$ cat src/rtl/credit_bp_tx_if.sv
// Credit-based NoC link between a transmitter and a switch/pipe receiver.
// Carries one packet per cycle, a one-hot VC target and per-VC credit grants.
interface noc_if #(
    parameter int A_W  = 4,
    parameter int D_W  = 8,
    parameter int VC_W = 2
);
    typedef struct packed {
        logic [A_W-1:0] addr;
    } noc_routeinfo_t;

    typedef struct packed {
        logic [D_W-1:0] data;
        logic           last;
    } noc_payload_t;

    typedef struct packed {
        noc_routeinfo_t routeinfo;
        noc_payload_t   payload;
    } noc_packet_t;

    noc_packet_t     credit_packet;
    logic [VC_W-1:0] credit_vc_target;
    logic [VC_W-1:0] credit_vc_credit_gnt;

    modport transmitter (
        output credit_packet,
        output credit_vc_target,
        input  credit_vc_credit_gnt
    );

    modport receiver (
        input  credit_packet,
        input  credit_vc_target,
        output credit_vc_credit_gnt
    );
endinterface

$ cat src/rtl/credit_bp_tx.sv
// Client injection stage: turns a valid/backpressure flit stream into the
// credit-based noc_if transmitter side, one credit counter per VC.
module credit_bp_tx #(
    parameter int DEFAULT_N             = 8,
    parameter int DEFAULT_A_W           = 4,
    parameter int DEFAULT_D_W           = 8,
    parameter int DEFAULT_VC_W          = 2,
    parameter int DEFAULT_VC_FIFO_DEPTH = 4,
    parameter int N                     = DEFAULT_N,
    parameter int A_W                   = DEFAULT_A_W,
    parameter int D_W                   = DEFAULT_D_W,
    parameter int VC_W                  = DEFAULT_VC_W,
    parameter int VC_FIFO_DEPTH         = DEFAULT_VC_FIFO_DEPTH,
    localparam int IW                   = (VC_W > 1) ? $clog2(VC_W) : 1
) (
    input  logic             clk,
    input  logic             rst,
    input  logic             i_v,
    input  logic [A_W+D_W:0] i_d,
    input  logic [IW-1:0]    i_vc,
    output logic             o_b,
    noc_if.transmitter       to_rx,
    output logic             o_err
);
    localparam int CW = $clog2(VC_FIFO_DEPTH) + 1;
    localparam logic [CW-1:0] CRED_MAX = CW'(VC_FIFO_DEPTH - 1);

    logic [CW-1:0]    cred_r     [VC_W];
    logic [CW-1:0]    cred_nxt_s [VC_W];
    logic [VC_W-1:0]  dec_s;
    logic [VC_W-1:0]  tgt_r;
    logic [A_W+D_W:0] pkt_r;
    logic             vc_ok_s;
    logic             fire_s;
    logic             err_nxt_s;
    logic             err_r;

    // Backpressure from registered credits and the requested VC only.
    always_comb begin
        vc_ok_s = (int'(i_vc) < VC_W);
        if (vc_ok_s) begin
            o_b = (cred_r[i_vc] == {CW{1'b0}});
        end else begin
            o_b = 1'b1;
        end
        fire_s = i_v & ~o_b;
        if (fire_s) begin
            dec_s = VC_W'(1'b1) << i_vc;
        end else begin
            dec_s = {VC_W{1'b0}};
        end
    end

    // Next credit per VC and error accumulation; a grant at full credit is an overflow.
    always_comb begin
        err_nxt_s = err_r | (i_v & ~vc_ok_s);
        for (int v = 0; v < VC_W; v++) begin
            cred_nxt_s[v] = cred_r[v];
            if (to_rx.credit_vc_credit_gnt[v] && (cred_r[v] == CRED_MAX)) begin
                err_nxt_s = 1'b1;
            end else begin
                err_nxt_s = err_nxt_s;
            end
            case ({to_rx.credit_vc_credit_gnt[v], dec_s[v]})
                2'b10: begin
                    if (cred_r[v] != CRED_MAX) begin
                        cred_nxt_s[v] = cred_r[v] + CW'(1'b1);
                    end else begin
                        cred_nxt_s[v] = cred_r[v];
                    end
                end
                2'b01:   cred_nxt_s[v] = cred_r[v] - CW'(1'b1);
                default: cred_nxt_s[v] = cred_r[v];
            endcase
        end
    end

    // State registers: credits, sticky error, registered output flit.
    always_ff @(posedge clk or negedge rst) begin
        if (!rst) begin
            for (int v = 0; v < VC_W; v++) begin
                cred_r[v] <= CRED_MAX;
            end
            err_r <= 1'b0;
            tgt_r <= {VC_W{1'b0}};
            pkt_r <= {(A_W+D_W+1){1'b0}};
        end else begin
            for (int v = 0; v < VC_W; v++) begin
                cred_r[v] <= cred_nxt_s[v];
            end
            err_r <= err_nxt_s;
            tgt_r <= dec_s;
            if (fire_s) begin
                pkt_r <= i_d;
            end else begin
                pkt_r <= pkt_r;
            end
        end
    end

    assign to_rx.credit_vc_target = tgt_r;
    assign to_rx.credit_packet    = {pkt_r[A_W+D_W-1:D_W], pkt_r[D_W-1:0], pkt_r[A_W+D_W]};
    assign o_err                  = err_r;

    credit_bp_tx_chk #(.N(N), .A_W(A_W), .IW(IW)) u_chk (
        .clk  (clk),
        .rst  (rst),
        .fire (fire_s),
        .vc   (i_vc),
        .addr (i_d[A_W+D_W-1:D_W]),
        .last (i_d[A_W+D_W])
    );
endmodule

// Protocol checks on accepted flits: one VC per packet, address inside client range.
module credit_bp_tx_chk #(
    parameter int N   = 8,
    parameter int A_W = 4,
    parameter int IW  = 1
) (
    input logic           clk,
    input logic           rst,
    input logic           fire,
    input logic [IW-1:0]  vc,
    input logic [A_W-1:0] addr,
    input logic           last
);
    logic          in_pkt_r;
    logic [IW-1:0] pkt_vc_r;

    // Remember the VC of the packet in progress until its last flit.
    always_ff @(posedge clk or negedge rst) begin
        if (!rst) begin
            in_pkt_r <= 1'b0;
            pkt_vc_r <= {IW{1'b0}};
        end else if (fire) begin
            in_pkt_r <= ~last;
            pkt_vc_r <= vc;
        end else begin
            in_pkt_r <= in_pkt_r;
            pkt_vc_r <= pkt_vc_r;
        end
    end

    a_vc_stable: assert property (@(posedge clk) disable iff (!rst)
        (fire && in_pkt_r) |-> (vc == pkt_vc_r));

    a_addr_range: assert property (@(posedge clk) disable iff (!rst)
        fire |-> (int'(addr) < N));
endmodule

$ cat src/flat_wrapper.sv
// flat-port wrapper written by rule: the top's interface ports become plain ports
module credit_bp_tx_flat 
#(
    parameter int DEFAULT_N             = 8,
    parameter int DEFAULT_A_W           = 4,
    parameter int DEFAULT_D_W           = 8,
    parameter int DEFAULT_VC_W          = 2,
    parameter int DEFAULT_VC_FIFO_DEPTH = 4,
    parameter int N                     = DEFAULT_N,
    parameter int A_W                   = DEFAULT_A_W,
    parameter int D_W                   = DEFAULT_D_W,
    parameter int VC_W                  = DEFAULT_VC_W,
    parameter int VC_FIFO_DEPTH         = DEFAULT_VC_FIFO_DEPTH,
    localparam int IW                   = (VC_W > 1) ? $clog2(VC_W) : 1
)
  (clk, rst, i_v, i_d, i_vc, o_b, o_err, to_rx_credit_packet, to_rx_credit_vc_target, to_rx_credit_vc_credit_gnt);
  noc_if #(.A_W(A_W), .D_W(D_W), .VC_W(VC_W)) to_rx_i ();
  input  logic clk;
  input  logic rst;
  input  logic i_v;
  input  logic [A_W+D_W:0] i_d;
  input  logic [IW-1:0] i_vc;
  output logic o_b;
  output logic o_err;
  output wire logic [$bits(to_rx_i.credit_packet)-1:0] to_rx_credit_packet;
  output wire logic [$bits(to_rx_i.credit_vc_target)-1:0] to_rx_credit_vc_target;
  input wire logic [$bits(to_rx_i.credit_vc_credit_gnt)-1:0] to_rx_credit_vc_credit_gnt;
  assign to_rx_credit_packet = to_rx_i.credit_packet;
  assign to_rx_credit_vc_target = to_rx_i.credit_vc_target;
  assign to_rx_i.credit_vc_credit_gnt = to_rx_credit_vc_credit_gnt;
  credit_bp_tx #(.DEFAULT_N(DEFAULT_N), .DEFAULT_A_W(DEFAULT_A_W), .DEFAULT_D_W(DEFAULT_D_W), .DEFAULT_VC_W(DEFAULT_VC_W), .DEFAULT_VC_FIFO_DEPTH(DEFAULT_VC_FIFO_DEPTH), .N(N), .A_W(A_W), .D_W(D_W), .VC_W(VC_W), .VC_FIFO_DEPTH(VC_FIFO_DEPTH)) u_core (.clk(clk), .rst(rst), .i_v(i_v), .i_d(i_d), .i_vc(i_vc), .o_b(o_b), .to_rx(to_rx_i), .o_err(o_err));
endmodule
$ cat config.mk
export PLATFORM = sky130hd
export DESIGN_NAME = credit_bp_tx_flat
export DESIGN_NICKNAME = d
export VERILOG_FILES = /design/src/rtl/credit_bp_tx_if.sv /design/src/rtl/credit_bp_tx.sv /design/src/flat_wrapper.sv
export SDC_FILE = /design/constraint.sdc
export NUM_CORES = 1
export LEC_CHECK = 0
export ABC_AREA = 1
export CAP_MARGIN = 0
export CELL_PAD_IN_SITES_DETAIL_PLACEMENT = 0
export CELL_PAD_IN_SITES_GLOBAL_PLACEMENT = 1
export CORE_MARGIN = 8
export CORE_UTILIZATION = 32
export DETAILED_ROUTE_END_ITERATION = 10
export GPL_TIMING_DRIVEN = 0
export PLACE_DENSITY = 0.89
export SLEW_MARGIN = 20
export SYNTH_ARGS = -nofsm -noshare
export SYNTH_HDL_FRONTEND = slang
export SYNTH_SLANG_ARGS = --single-unit
$ cat constraint.sdc
create_clock -name clk -period 2.2 [get_ports clk]
set_input_delay 0.22 -clock clk [delete_from_list [all_inputs] [get_ports clk]]
set_output_delay 0.22 -clock clk [all_outputs]
set_load 0.005 [all_outputs]
==> results.toml, run 1 <==
[outcome]
run_status = "completed"

[cts]
numCtsBuffers = 3
cts_sinks = 22
worst_skew_pair.late_latency_ns = 0.30
cts.repair.resized = 0
clk_root_buffer_cell = "clkbuf_4"
max-clock-path-buffers = 2
clk_pin_slew_worst_paths_ns = 0.11
cts_tree = "built"
cts_htree_levels = 1

[run]
drv.max_cap_violation_count = 0

[drt]
postRouteWirelength_um = 2470
routed_via_density = 4.26
drtPass1Iterations = 4
wirelength_met1_um = 1150
wire_per_inst_um = 12.1
ant_nets = 0
met3RoutedLength_um = 203
drt-initial-drc-count = 11
post-route-drc-count = 0
highest_metal_used = "met4"
met2_length_um = 1060
via_count = 873

[floorplan]
floorplan.die.height_um = 73.0
placeableCoreArea_um2 = 3080
floorplan.die_area_um2 = 5330
num_rows = 20
start_util_pct = 33.8
die_width_um = 73.0
top_level_ports = 36

[power_and_ir_drop]
power_density_nw_per_um2 = 943
p_sw_share_pct = 35.4
clock_power_share_pct = 12.9
total_leakage_power_nw = 0.755
switchingPower_mw = 0.492
post-layout-total-power_mw = 1.39
ir_drop_mv = 0.448
sequential_power_share_pct = 46.5
p_int_mw = 0.898
combPwrFrac_pct = 40.5

[finish]
area_growth_pct = 41.6
final_cell_count_without_fillers = 205
drive_above_1_share_pct = 12.4
nFillCells = 303
antenna-diode-count = 0
final_nets = 184

[logic_synthesis]
post_synth_num_cell_types = 17
syn-num-nets = 143
yosysMostFrequentCell = "nand2_1"
synth_enable_flop_cells = 0
syn_area_per_cell_um2 = 8.53
sequential_fraction_of_the_synthesis_area_pct = 53.4
synthesis.area_um2 = 1040
synth_commonest_cells = "nand2_1, dfrtp_1, inv_1"
post-synth-top-area-fraction_pct = 43.3
synth_area_leader_cell = "dfrtp_1"
post_synth_main_area_contributors = "dfrtp_1, nand2_1, dfstp_2, inv_1, fa_1"
share_of_flip_flops_with_an_asynchronous_set_or_reset_pct = 100
synth.yosys.warnings = 0
post_synthesis_register_bit_count = 22
synthFlopType = "dfrtp_1"
syn-instance-count = 122

[grt]
grt_use_total_pct = 10.2
grt_antenna_before_repair = 0
gr-total-overflow = 0
grt_pass1_vias = 949
grt_first_pass_wirelength_um = 4350
largest_net_degree_at_the_start_of_global_routing = 23

[sta]
number_of_slew_limit_violations_in_the_final_report = 0
slew-limit-headroom_pct = 67.2
final_hold_viol_count = 0
max_freq_ghz = 0.511
rsz_0062_raised_after_global_routing = "no"
skew_ns = 0.00209
max_slew.worst_pin.slew_ns = 0.492
min_period_ns = 1.96
timing.final.crit_share_pct = 88.9
timing.final.setup_violations = 0

[worst_setup_path]
crit_path_start_kind = "register"
critPathCaptureType = "register"
critPathMaxFanout = 9
worstPathArrival_ns = 2.17
critical_path_required_ns = 2.41
critPathKind = "register to register"

[placement]
routabilityCongestion = 0.716
post-place-cells = 201
io_buffer_count = 35
detailed_place_hpwl_um = 1970

[worst_hold_path]
min_path_type = "input pin to async pin"
==> power groups by stage <==
stage,Sequential [mW],Clock [mW],Combinational [mW]
floorplan,0.641,0,0.312
global placement,0.647,0,0.543
detailed placement,0.653,0,0.572
CTS,0.648,0.190,0.575
global route,0.666,0.212,0.650
finish,0.647,0.180,0.563
==> worst max-delay path, cell delays in order, from the launching register on <==
cell and delay, ns:
dfstp_2 0.59, nor2_1 0.07, nand2_2 0.09, nand3_4 0.15, nor2_4 0.16, nand2_4 0.07, fa_1 0.35, inv_1 0.07
nand2_1 0.06, nand2_1 0.08, nand3_1 0.06, nand2_1 0.07, inv_1 0.03
==> per-stage QoR <==
stage,area [um^2],hold WS [ns],util (%),TNS [ns],setup WS [ns]
detailed placement,1450,0.465,47.0,-0.0550,-0.0459
floorplan,1040,-0.0756,-,0,0.415
global placement,1450,0.463,47.0,-0.00893,-0.00618
CTS,1470,0.438,47.7,0,0.212
global route,1470,0.440,47.9,0,0.0635
finish,1470,0.399,47.9,0,0.244
==> metal layers <==
layer	vias up	global-route usage, %
met2	38	15.7
met5	-	0
li1	443	-
met3	7	3.71
met1	385	12.2
met4	0	5.33
==> layout by cell type (no fill, tap or decap) <==
master	netlist	routed
dlygate4sd3_1	0	1
nand3_4	1	1
buf_2	2	3
nor2_1	8	8
dfstp_2	4	4
a221o_1	1	1
clkdlybuf4s50_1	0	34
inv_2	1	1
fa_1	2	2
dfrtp_1	18	18
nand2_1	52	52
clkbuf_4	0	3
o21ai_0	2	2
xor2_1	2	2
inv_1	15	15
nand2_2	5	5
nand2_4	1	1
nand3_1	4	4
nor2_4	2	2
a21oi_1	2	2
==> state kept, by name (all words and copies together) (netlist names) <==
register                       flops
u_core.pkt_r                      13
u_core.cred_r                      6
u_core.to_rx.credit_vc_target      2
u_core.o_err                       1
==> cell families (layout without fill, tap and decap cells) <==
group           count (synthesis)  count (layout)  share of synthesized area [%]
compound gates                  5               5                           2.88
xor+xnor                        2               2                           1.68
fa+ha+maj                       2               2                           3.85
buf+inv                        18              57                           6.73
flops                          22              22                           53.4
simple gates                   73              73                           31.5
==> final cells by class <==
cell class                 instances  area [um^2]  area share (%)
multi-input combinational         82          415            28.2
inverter                          16         60.1            4.07
buffer                             2         10.0           0.679
clock buffer                       3         22.5            1.53
sequential                        22          556            37.7
timing repair buffer              36          355            24.1
tap                               44         55.1            3.74
==> path summary, 6_finish.rpt <==
path,startpoint,to,slack (ns),cells after the start
max reg2reg,u_core.cred_r[3],u_core.cred_r[5],0.24,12
max in group asynchronous,rst,u_core.cred_r[0],1.44,2
min,rst,u_core.pkt_r[9],0.40,2
max,u_core.cred_r[3],u_core.cred_r[5],0.24,12
min in group clk,i_d[2],u_core.pkt_r[2],0.45,3
min reg2reg,u_core.pkt_r[1],u_core.pkt_r[1],0.49,2
==> what timing repair did <==
| item | CTS | global route |
|---|---|---|
| endpoints found under the setup margin | 0 | 0 |
| buffers inserted | 0 | 0 |
| endpoints found under the hold margin | 0 | 18 |
| hold buffers | 0 | 1 |
Note: power is estimated with default switching activity, not from simulation.
==> run 2: changes to the inputs <==
CORE_ASPECT_RATIO = 1.4   (was default)
==> results.toml, run 2 (same netlist as run 1, synthesis figures left out) <==
[placement]
dp_slack_ns = -0.0412
routabilityCongestion = 0.824
io_buffer_count = 35
post-place-cells = 196
detailed_place_hpwl_um = 1910

[sta]
slew-limit-headroom_pct = 35.2
max_freq_ghz = 0.505
rsz_0062_raised_after_global_routing = "no"
min_period_ns = 1.98
timing.final.setup_violations = 0
max_slew.worst_pin.slew_ns = 0.969
timing.final.crit_share_pct = 90.1
fin_hold_ws_ns = 0.483
postLayoutSetupSlackWorst_ns = 0.219
number_of_slew_limit_violations_in_the_final_report = 0
skew_ns = 0.00342
final_hold_viol_count = 0

[worst_setup_path]
worstPathArrival_ns = 2.13
crit_path_start_kind = "input pin"
cp_top_family = "simple AND/OR/NAND/NOR gates"
cp_cell_sequence = "clkdlybuf4s50_1 > nor2_1 > nand2_2 > nand3_4 > nor2_4 > nand2_4 > fa_1 > inv_1 > nand2_1 > nand2_1 > nand3_1 > nand2_1 > inv_1"
critical_path_required_ns = 2.35
crit_path_top_delay_cell = "clkdlybuf4s50_1"
timing.critical_path.buf_inv = 3
worst_path_largest_cell_delay_ns = 0.58
cpMostUsedCell = "nand2_1"
critPathCaptureType = "register"
critPathMaxFanout = 9
critPathKind = "input pin to register"

[floorplan]
start_util_pct = 33.3
top_level_ports = 36
placeableCoreArea_um2 = 3120
floorplan.die.height_um = 83.5
floorplan.die_area_um2 = 5360
die_width_um = 64.2
num_rows = 24

[grt]
largest_net_degree_at_the_start_of_global_routing = 23
grt_use_total_pct = 8.70
grt_first_pass_wirelength_um = 4010
grt_pass1_vias = 894
gr-total-overflow = 0
grt_antenna_before_repair = 0

[finish]
final_cell_count_without_fillers = 200
area_growth_pct = 43.6
most_used_cells_in_the_layout_excluding_fill_and_tap_cells = "nand2_1, clkdlybuf4s50_1, dfrtp_1"
register_area_um2 = 556
number_of_flip_flops_in_the_largest_register = 13
fin_util_pct = 47.9
nFillCells = 314
largest_reg_by_ff_count = "u_core.pkt_r"
multiInputGateArea_um2 = 415
final_nets = 183
drive_above_1_share_pct = 12.4
layout.cells.most_common = "nand2_1"
antenna-diode-count = 0

[outcome]
run_status = "completed"

[power_and_ir_drop]
sequential_power_share_pct = 43.7
post-layout-total-power_mw = 1.48
clock_power_share_pct = 18.7
switchingPower_mw = 0.486
total_leakage_power_nw = 0.766
ir_drop_mv = 0.464
p_int_mw = 0.992
combPwrFrac_pct = 37.6
power_density_nw_per_um2 = 989
p_sw_share_pct = 32.9

[worst_hold_path]
min_path_type = "register to register"

[cts]
cts_htree_levels = 1
cts_sinks = 22
cts_tree = "built"
max-clock-path-buffers = 2
numCtsBuffers = 3
worst_skew_pair.late_latency_ns = 0.25
clk_pin_slew_worst_paths_ns = 0.07
hold_buffers = 0
clk_root_buffer_cell = "clkbuf_8"
post-cts-setup-buffers = 0
cts.repair.resized = 0

[drt]
post-route-drc-count = 0
drt-initial-drc-count = 88
wire_per_inst_um = 11.7
ant_nets = 0
routed_via_density = 4.38
postRouteWirelength_um = 2340
drtPass1Iterations = 4
via_count = 875

[run]
drv.max_cap_violation_count = 0
## run 2: cell count changes in the layout (fill, tap and decap cells not counted), sizes merged
cell	before	now
buf	3	2
clkbuf	3	4
clkdlybuf4s50	34	35
dlygate4sd3	1	0
## run 2: worst paths after layout
path / from / end / slack, ns / cells after the start
max: i_vc / u_core.cred_r[5] / 0.22 / 13
min: u_core.pkt_r[10] / u_core.pkt_r[10] / 0.48 / 2
max reg2reg: u_core.cred_r[3] / u_core.cred_r[5] / 0.25 / 12
min reg2reg: u_core.pkt_r[10] / u_core.pkt_r[10] / 0.48 / 2
max in group asynchronous: rst / u_core.pkt_r[1] / 1.11 / 1
min in group asynchronous: rst / u_core.pkt_r[3] / 0.50 / 1
## run 2: power groups by stage
stage | registers (mW) | clock network (mW) | logic [mW]
after detailed placement | 0.650 | 0 | 0.566
after CTS | 0.645 | 0.288 | 0.568
after floorplan | 0.641 | 0 | 0.312
after global placement | 0.647 | 0 | 0.545
after global routing | 0.665 | 0.302 | 0.638
final | 0.645 | 0.277 | 0.556
## run 2: cell type report
type / count / share of cell area [%]
buffer: 2 / 0.669
tap: 39 / 3.26
clock buffer: 4 / 3.68
multi-input combinational: 82 / 27.8
inverter: 16 / 4.02
timing repair buffer: 35 / 23.4
sequential: 22 / 37.2
## run 2: worst reg2reg max path: cells and delay by family (launching register included)
kind                     cells  cell delay, ns
buffers and inverters        2            0.11
flip-flops                   1            0.57
AND/OR/NAND/NOR              9            0.83
adder cells (fa/ha/maj)      1            0.36
## run 2: stage by stage
stage | area, um^2 | setup TNS [ns]
floorplan | 1040 | 0
global placement | 1440 | -0.00416
detailed placement | 1440 | -0.0824
CTS | 1500 | 0
global route | 1500 | 0
finish | 1500 | 0
## run 2: metal layers
metal / track usage, % / share of wire [%]
met1: 10.7 / 46
met2: 13.7 / 45
met3: 3.63 / 9.3
met4: 1.79 / 0
met5: 0 / 0
==> run 3: changes to the inputs <==
CORE_ASPECT_RATIO = 0.75   (was 1.4)
==> results.toml, run 3 (same netlist as run 1, synthesis figures left out) <==
[power_and_ir_drop]
power_density_nw_per_um2 = 978
total_leakage_power_nw = 0.763
ir_drop_mv = 0.535

[drt]
routed_via_density = 4.23
wire_per_inst_um = 12.0
via_count = 850
postRouteWirelength_um = 2400
drt-initial-drc-count = 35
ant_nets = 0
post-route-drc-count = 0
drtPass1Iterations = 4

[finish]
antenna-diode-count = 0
final_nets = 184
fin_util_pct = 46.5
nFillCells = 306
drive_above_1_share_pct = 12.4
layout.cells.most_common = "nand2_1"
most_used_cells_in_the_layout_excluding_fill_and_tap_cells = "nand2_1, clkdlybuf4s50_1, dfrtp_1"
register_area_um2 = 556
area_growth_pct = 42.9
number_of_flip_flops_in_the_largest_register = 13
largest_reg_by_ff_count = "u_core.pkt_r"
multiInputGateArea_um2 = 415

[sta]
rsz_0062_raised_after_global_routing = "no"
slew-limit-headroom_pct = 67.2
final_hold_viol_count = 0
max_freq_ghz = 0.500
timing.final.crit_share_pct = 90.9
number_of_slew_limit_violations_in_the_final_report = 0
skew_ns = 0.00244
fin_hold_ws_ns = 0.478
min_period_ns = 2.00
timing.final.setup_violations = 0
max_slew.worst_pin.slew_ns = 0.493
postLayoutSetupSlackWorst_ns = 0.200

[worst_setup_path]
critical_path.reg2reg.startpoint = "u_core.cred_r[3]"
timing.critical_path.buf_inv = 4
worstPathArrival_ns = 2.16
critical_path_required_ns = 2.36
cpMostUsedCell = "nand2_1"
crit_path_top_delay_cell = "clkdlybuf4s50_1"
cp_top_family = "simple AND/OR/NAND/NOR gates"
endpoint_of_the_lowest_slack_register_to_register_path = "u_core.cred_r[2]"
cp_cell_sequence = "clkdlybuf4s50_1 > inv_2 > nor2_1 > nand2_2 > nand3_4 > nor2_4 > nand2_2 > fa_1 > inv_1 > nand2_1 > nand2_1 > nand3_1 > nand2_1 > inv_1"
critPathCaptureType = "register"
r2r_cells = 12
worst_path_largest_cell_delay_ns = 0.51
worstSetupStartpoint = "i_vc"
critPathMaxFanout = 9
crit_path_start_kind = "input pin"
critical_path_depth = 14
critical_path.endpoint = "u_core.cred_r[2]"
critPathKind = "input pin to register"
r2r_slack_ns = 0.22

[grt]
grt_first_pass_wirelength_um = 3880
largest_net_degree_at_the_start_of_global_routing = 23
grt_antenna_before_repair = 0
gr-total-overflow = 0
grt_use_total_pct = 9.21
grt_pass1_vias = 836

[floorplan]
top_level_ports = 36
num_rows = 18
floorplan.die.height_um = 65.4
start_util_pct = 32.6
placeableCoreArea_um2 = 3200
die_width_um = 81.9
floorplan.die_area_um2 = 5350

[placement]
io_buffer_count = 35
routabilityCongestion = 0.758
detailed_place_hpwl_um = 1940
dp_slack_ns = -0.0783

[cts]
clk_root_buffer_cell = "clkbuf_8"
cts_tree = "built"
worst_skew_pair.late_latency_ns = 0.26
cts_sinks = 22
numCtsBuffers = 3
clk_pin_slew_worst_paths_ns = 0.07
max-clock-path-buffers = 2
cts_htree_levels = 1

[outcome]
run_status = "completed"

[worst_hold_path]
min_path_type = "input pin to async pin"

[run]
drv.max_cap_violation_count = 0
-- run 3: metal layers --
layer / up-vias / routed length, um / GRT usage (%)
met5: - / 0 / 0
li1: 443 / - / -
met3: 2 / 87 / 1.91
met4: 0 / 23 / 3.28
met1: 390 / 1060 / 10.8
met2: 15 / 1230 / 16.1
-- run 3: worst min path at each step --
stage,from,end
2_1_floorplan,rst,u_core.cred_r[2]
3_3_place_gp,u_core.pkt_r[7],u_core.pkt_r[7]
3_5_place_dp,u_core.pkt_r[6],u_core.pkt_r[6]
4_1_cts,u_core.pkt_r[6],u_core.pkt_r[6]
5_1_grt,i_d[9],u_core.pkt_r[9]
6_report,rst,u_core.pkt_r[0]
-- run 3: layout make-up --
cell class | count | area share [%]
inverter | 16 | 4.04
sequential | 22 | 37.3
multi-input combinational | 82 | 27.9
tap | 40 | 3.36
clock buffer | 3 | 2.78
buffer | 2 | 0.673
timing repair buffer | 36 | 23.9
-- run 3: where the power goes --
group	internal (mW)	leakage [nW]	switching [mW]
logic	0.282	0.484	0.287
registers	0.555	0.258	0.0871
clock network	0.122	0.0216	0.122
-- run 3: metrics by stage --
| step | TNS, ns | total power [mW] | std cells | instance area, um^2 |
|---|---|---|---|---|
| 2_1_floorplan | 0 | 0.953 | 122 | 1040 |
| 3_3_place_gp | -0.0388 | 1.19 | 197 | 1440 |
| 3_5_place_dp | -0.140 | 1.23 | 197 | 1440 |
| 4_1_cts | 0 | 1.48 | 200 | 1480 |
| 5_1_grt | 0 | 1.59 | 201 | 1490 |
| 6_report | 0 | 1.45 | 201 | 1490 |
-- run 3: timing repair --
item,in CTS,in global routing
gates resized for setup,0,0
buffers inserted,0,0
endpoints found under the hold margin,0,18
hold buffers,0,1
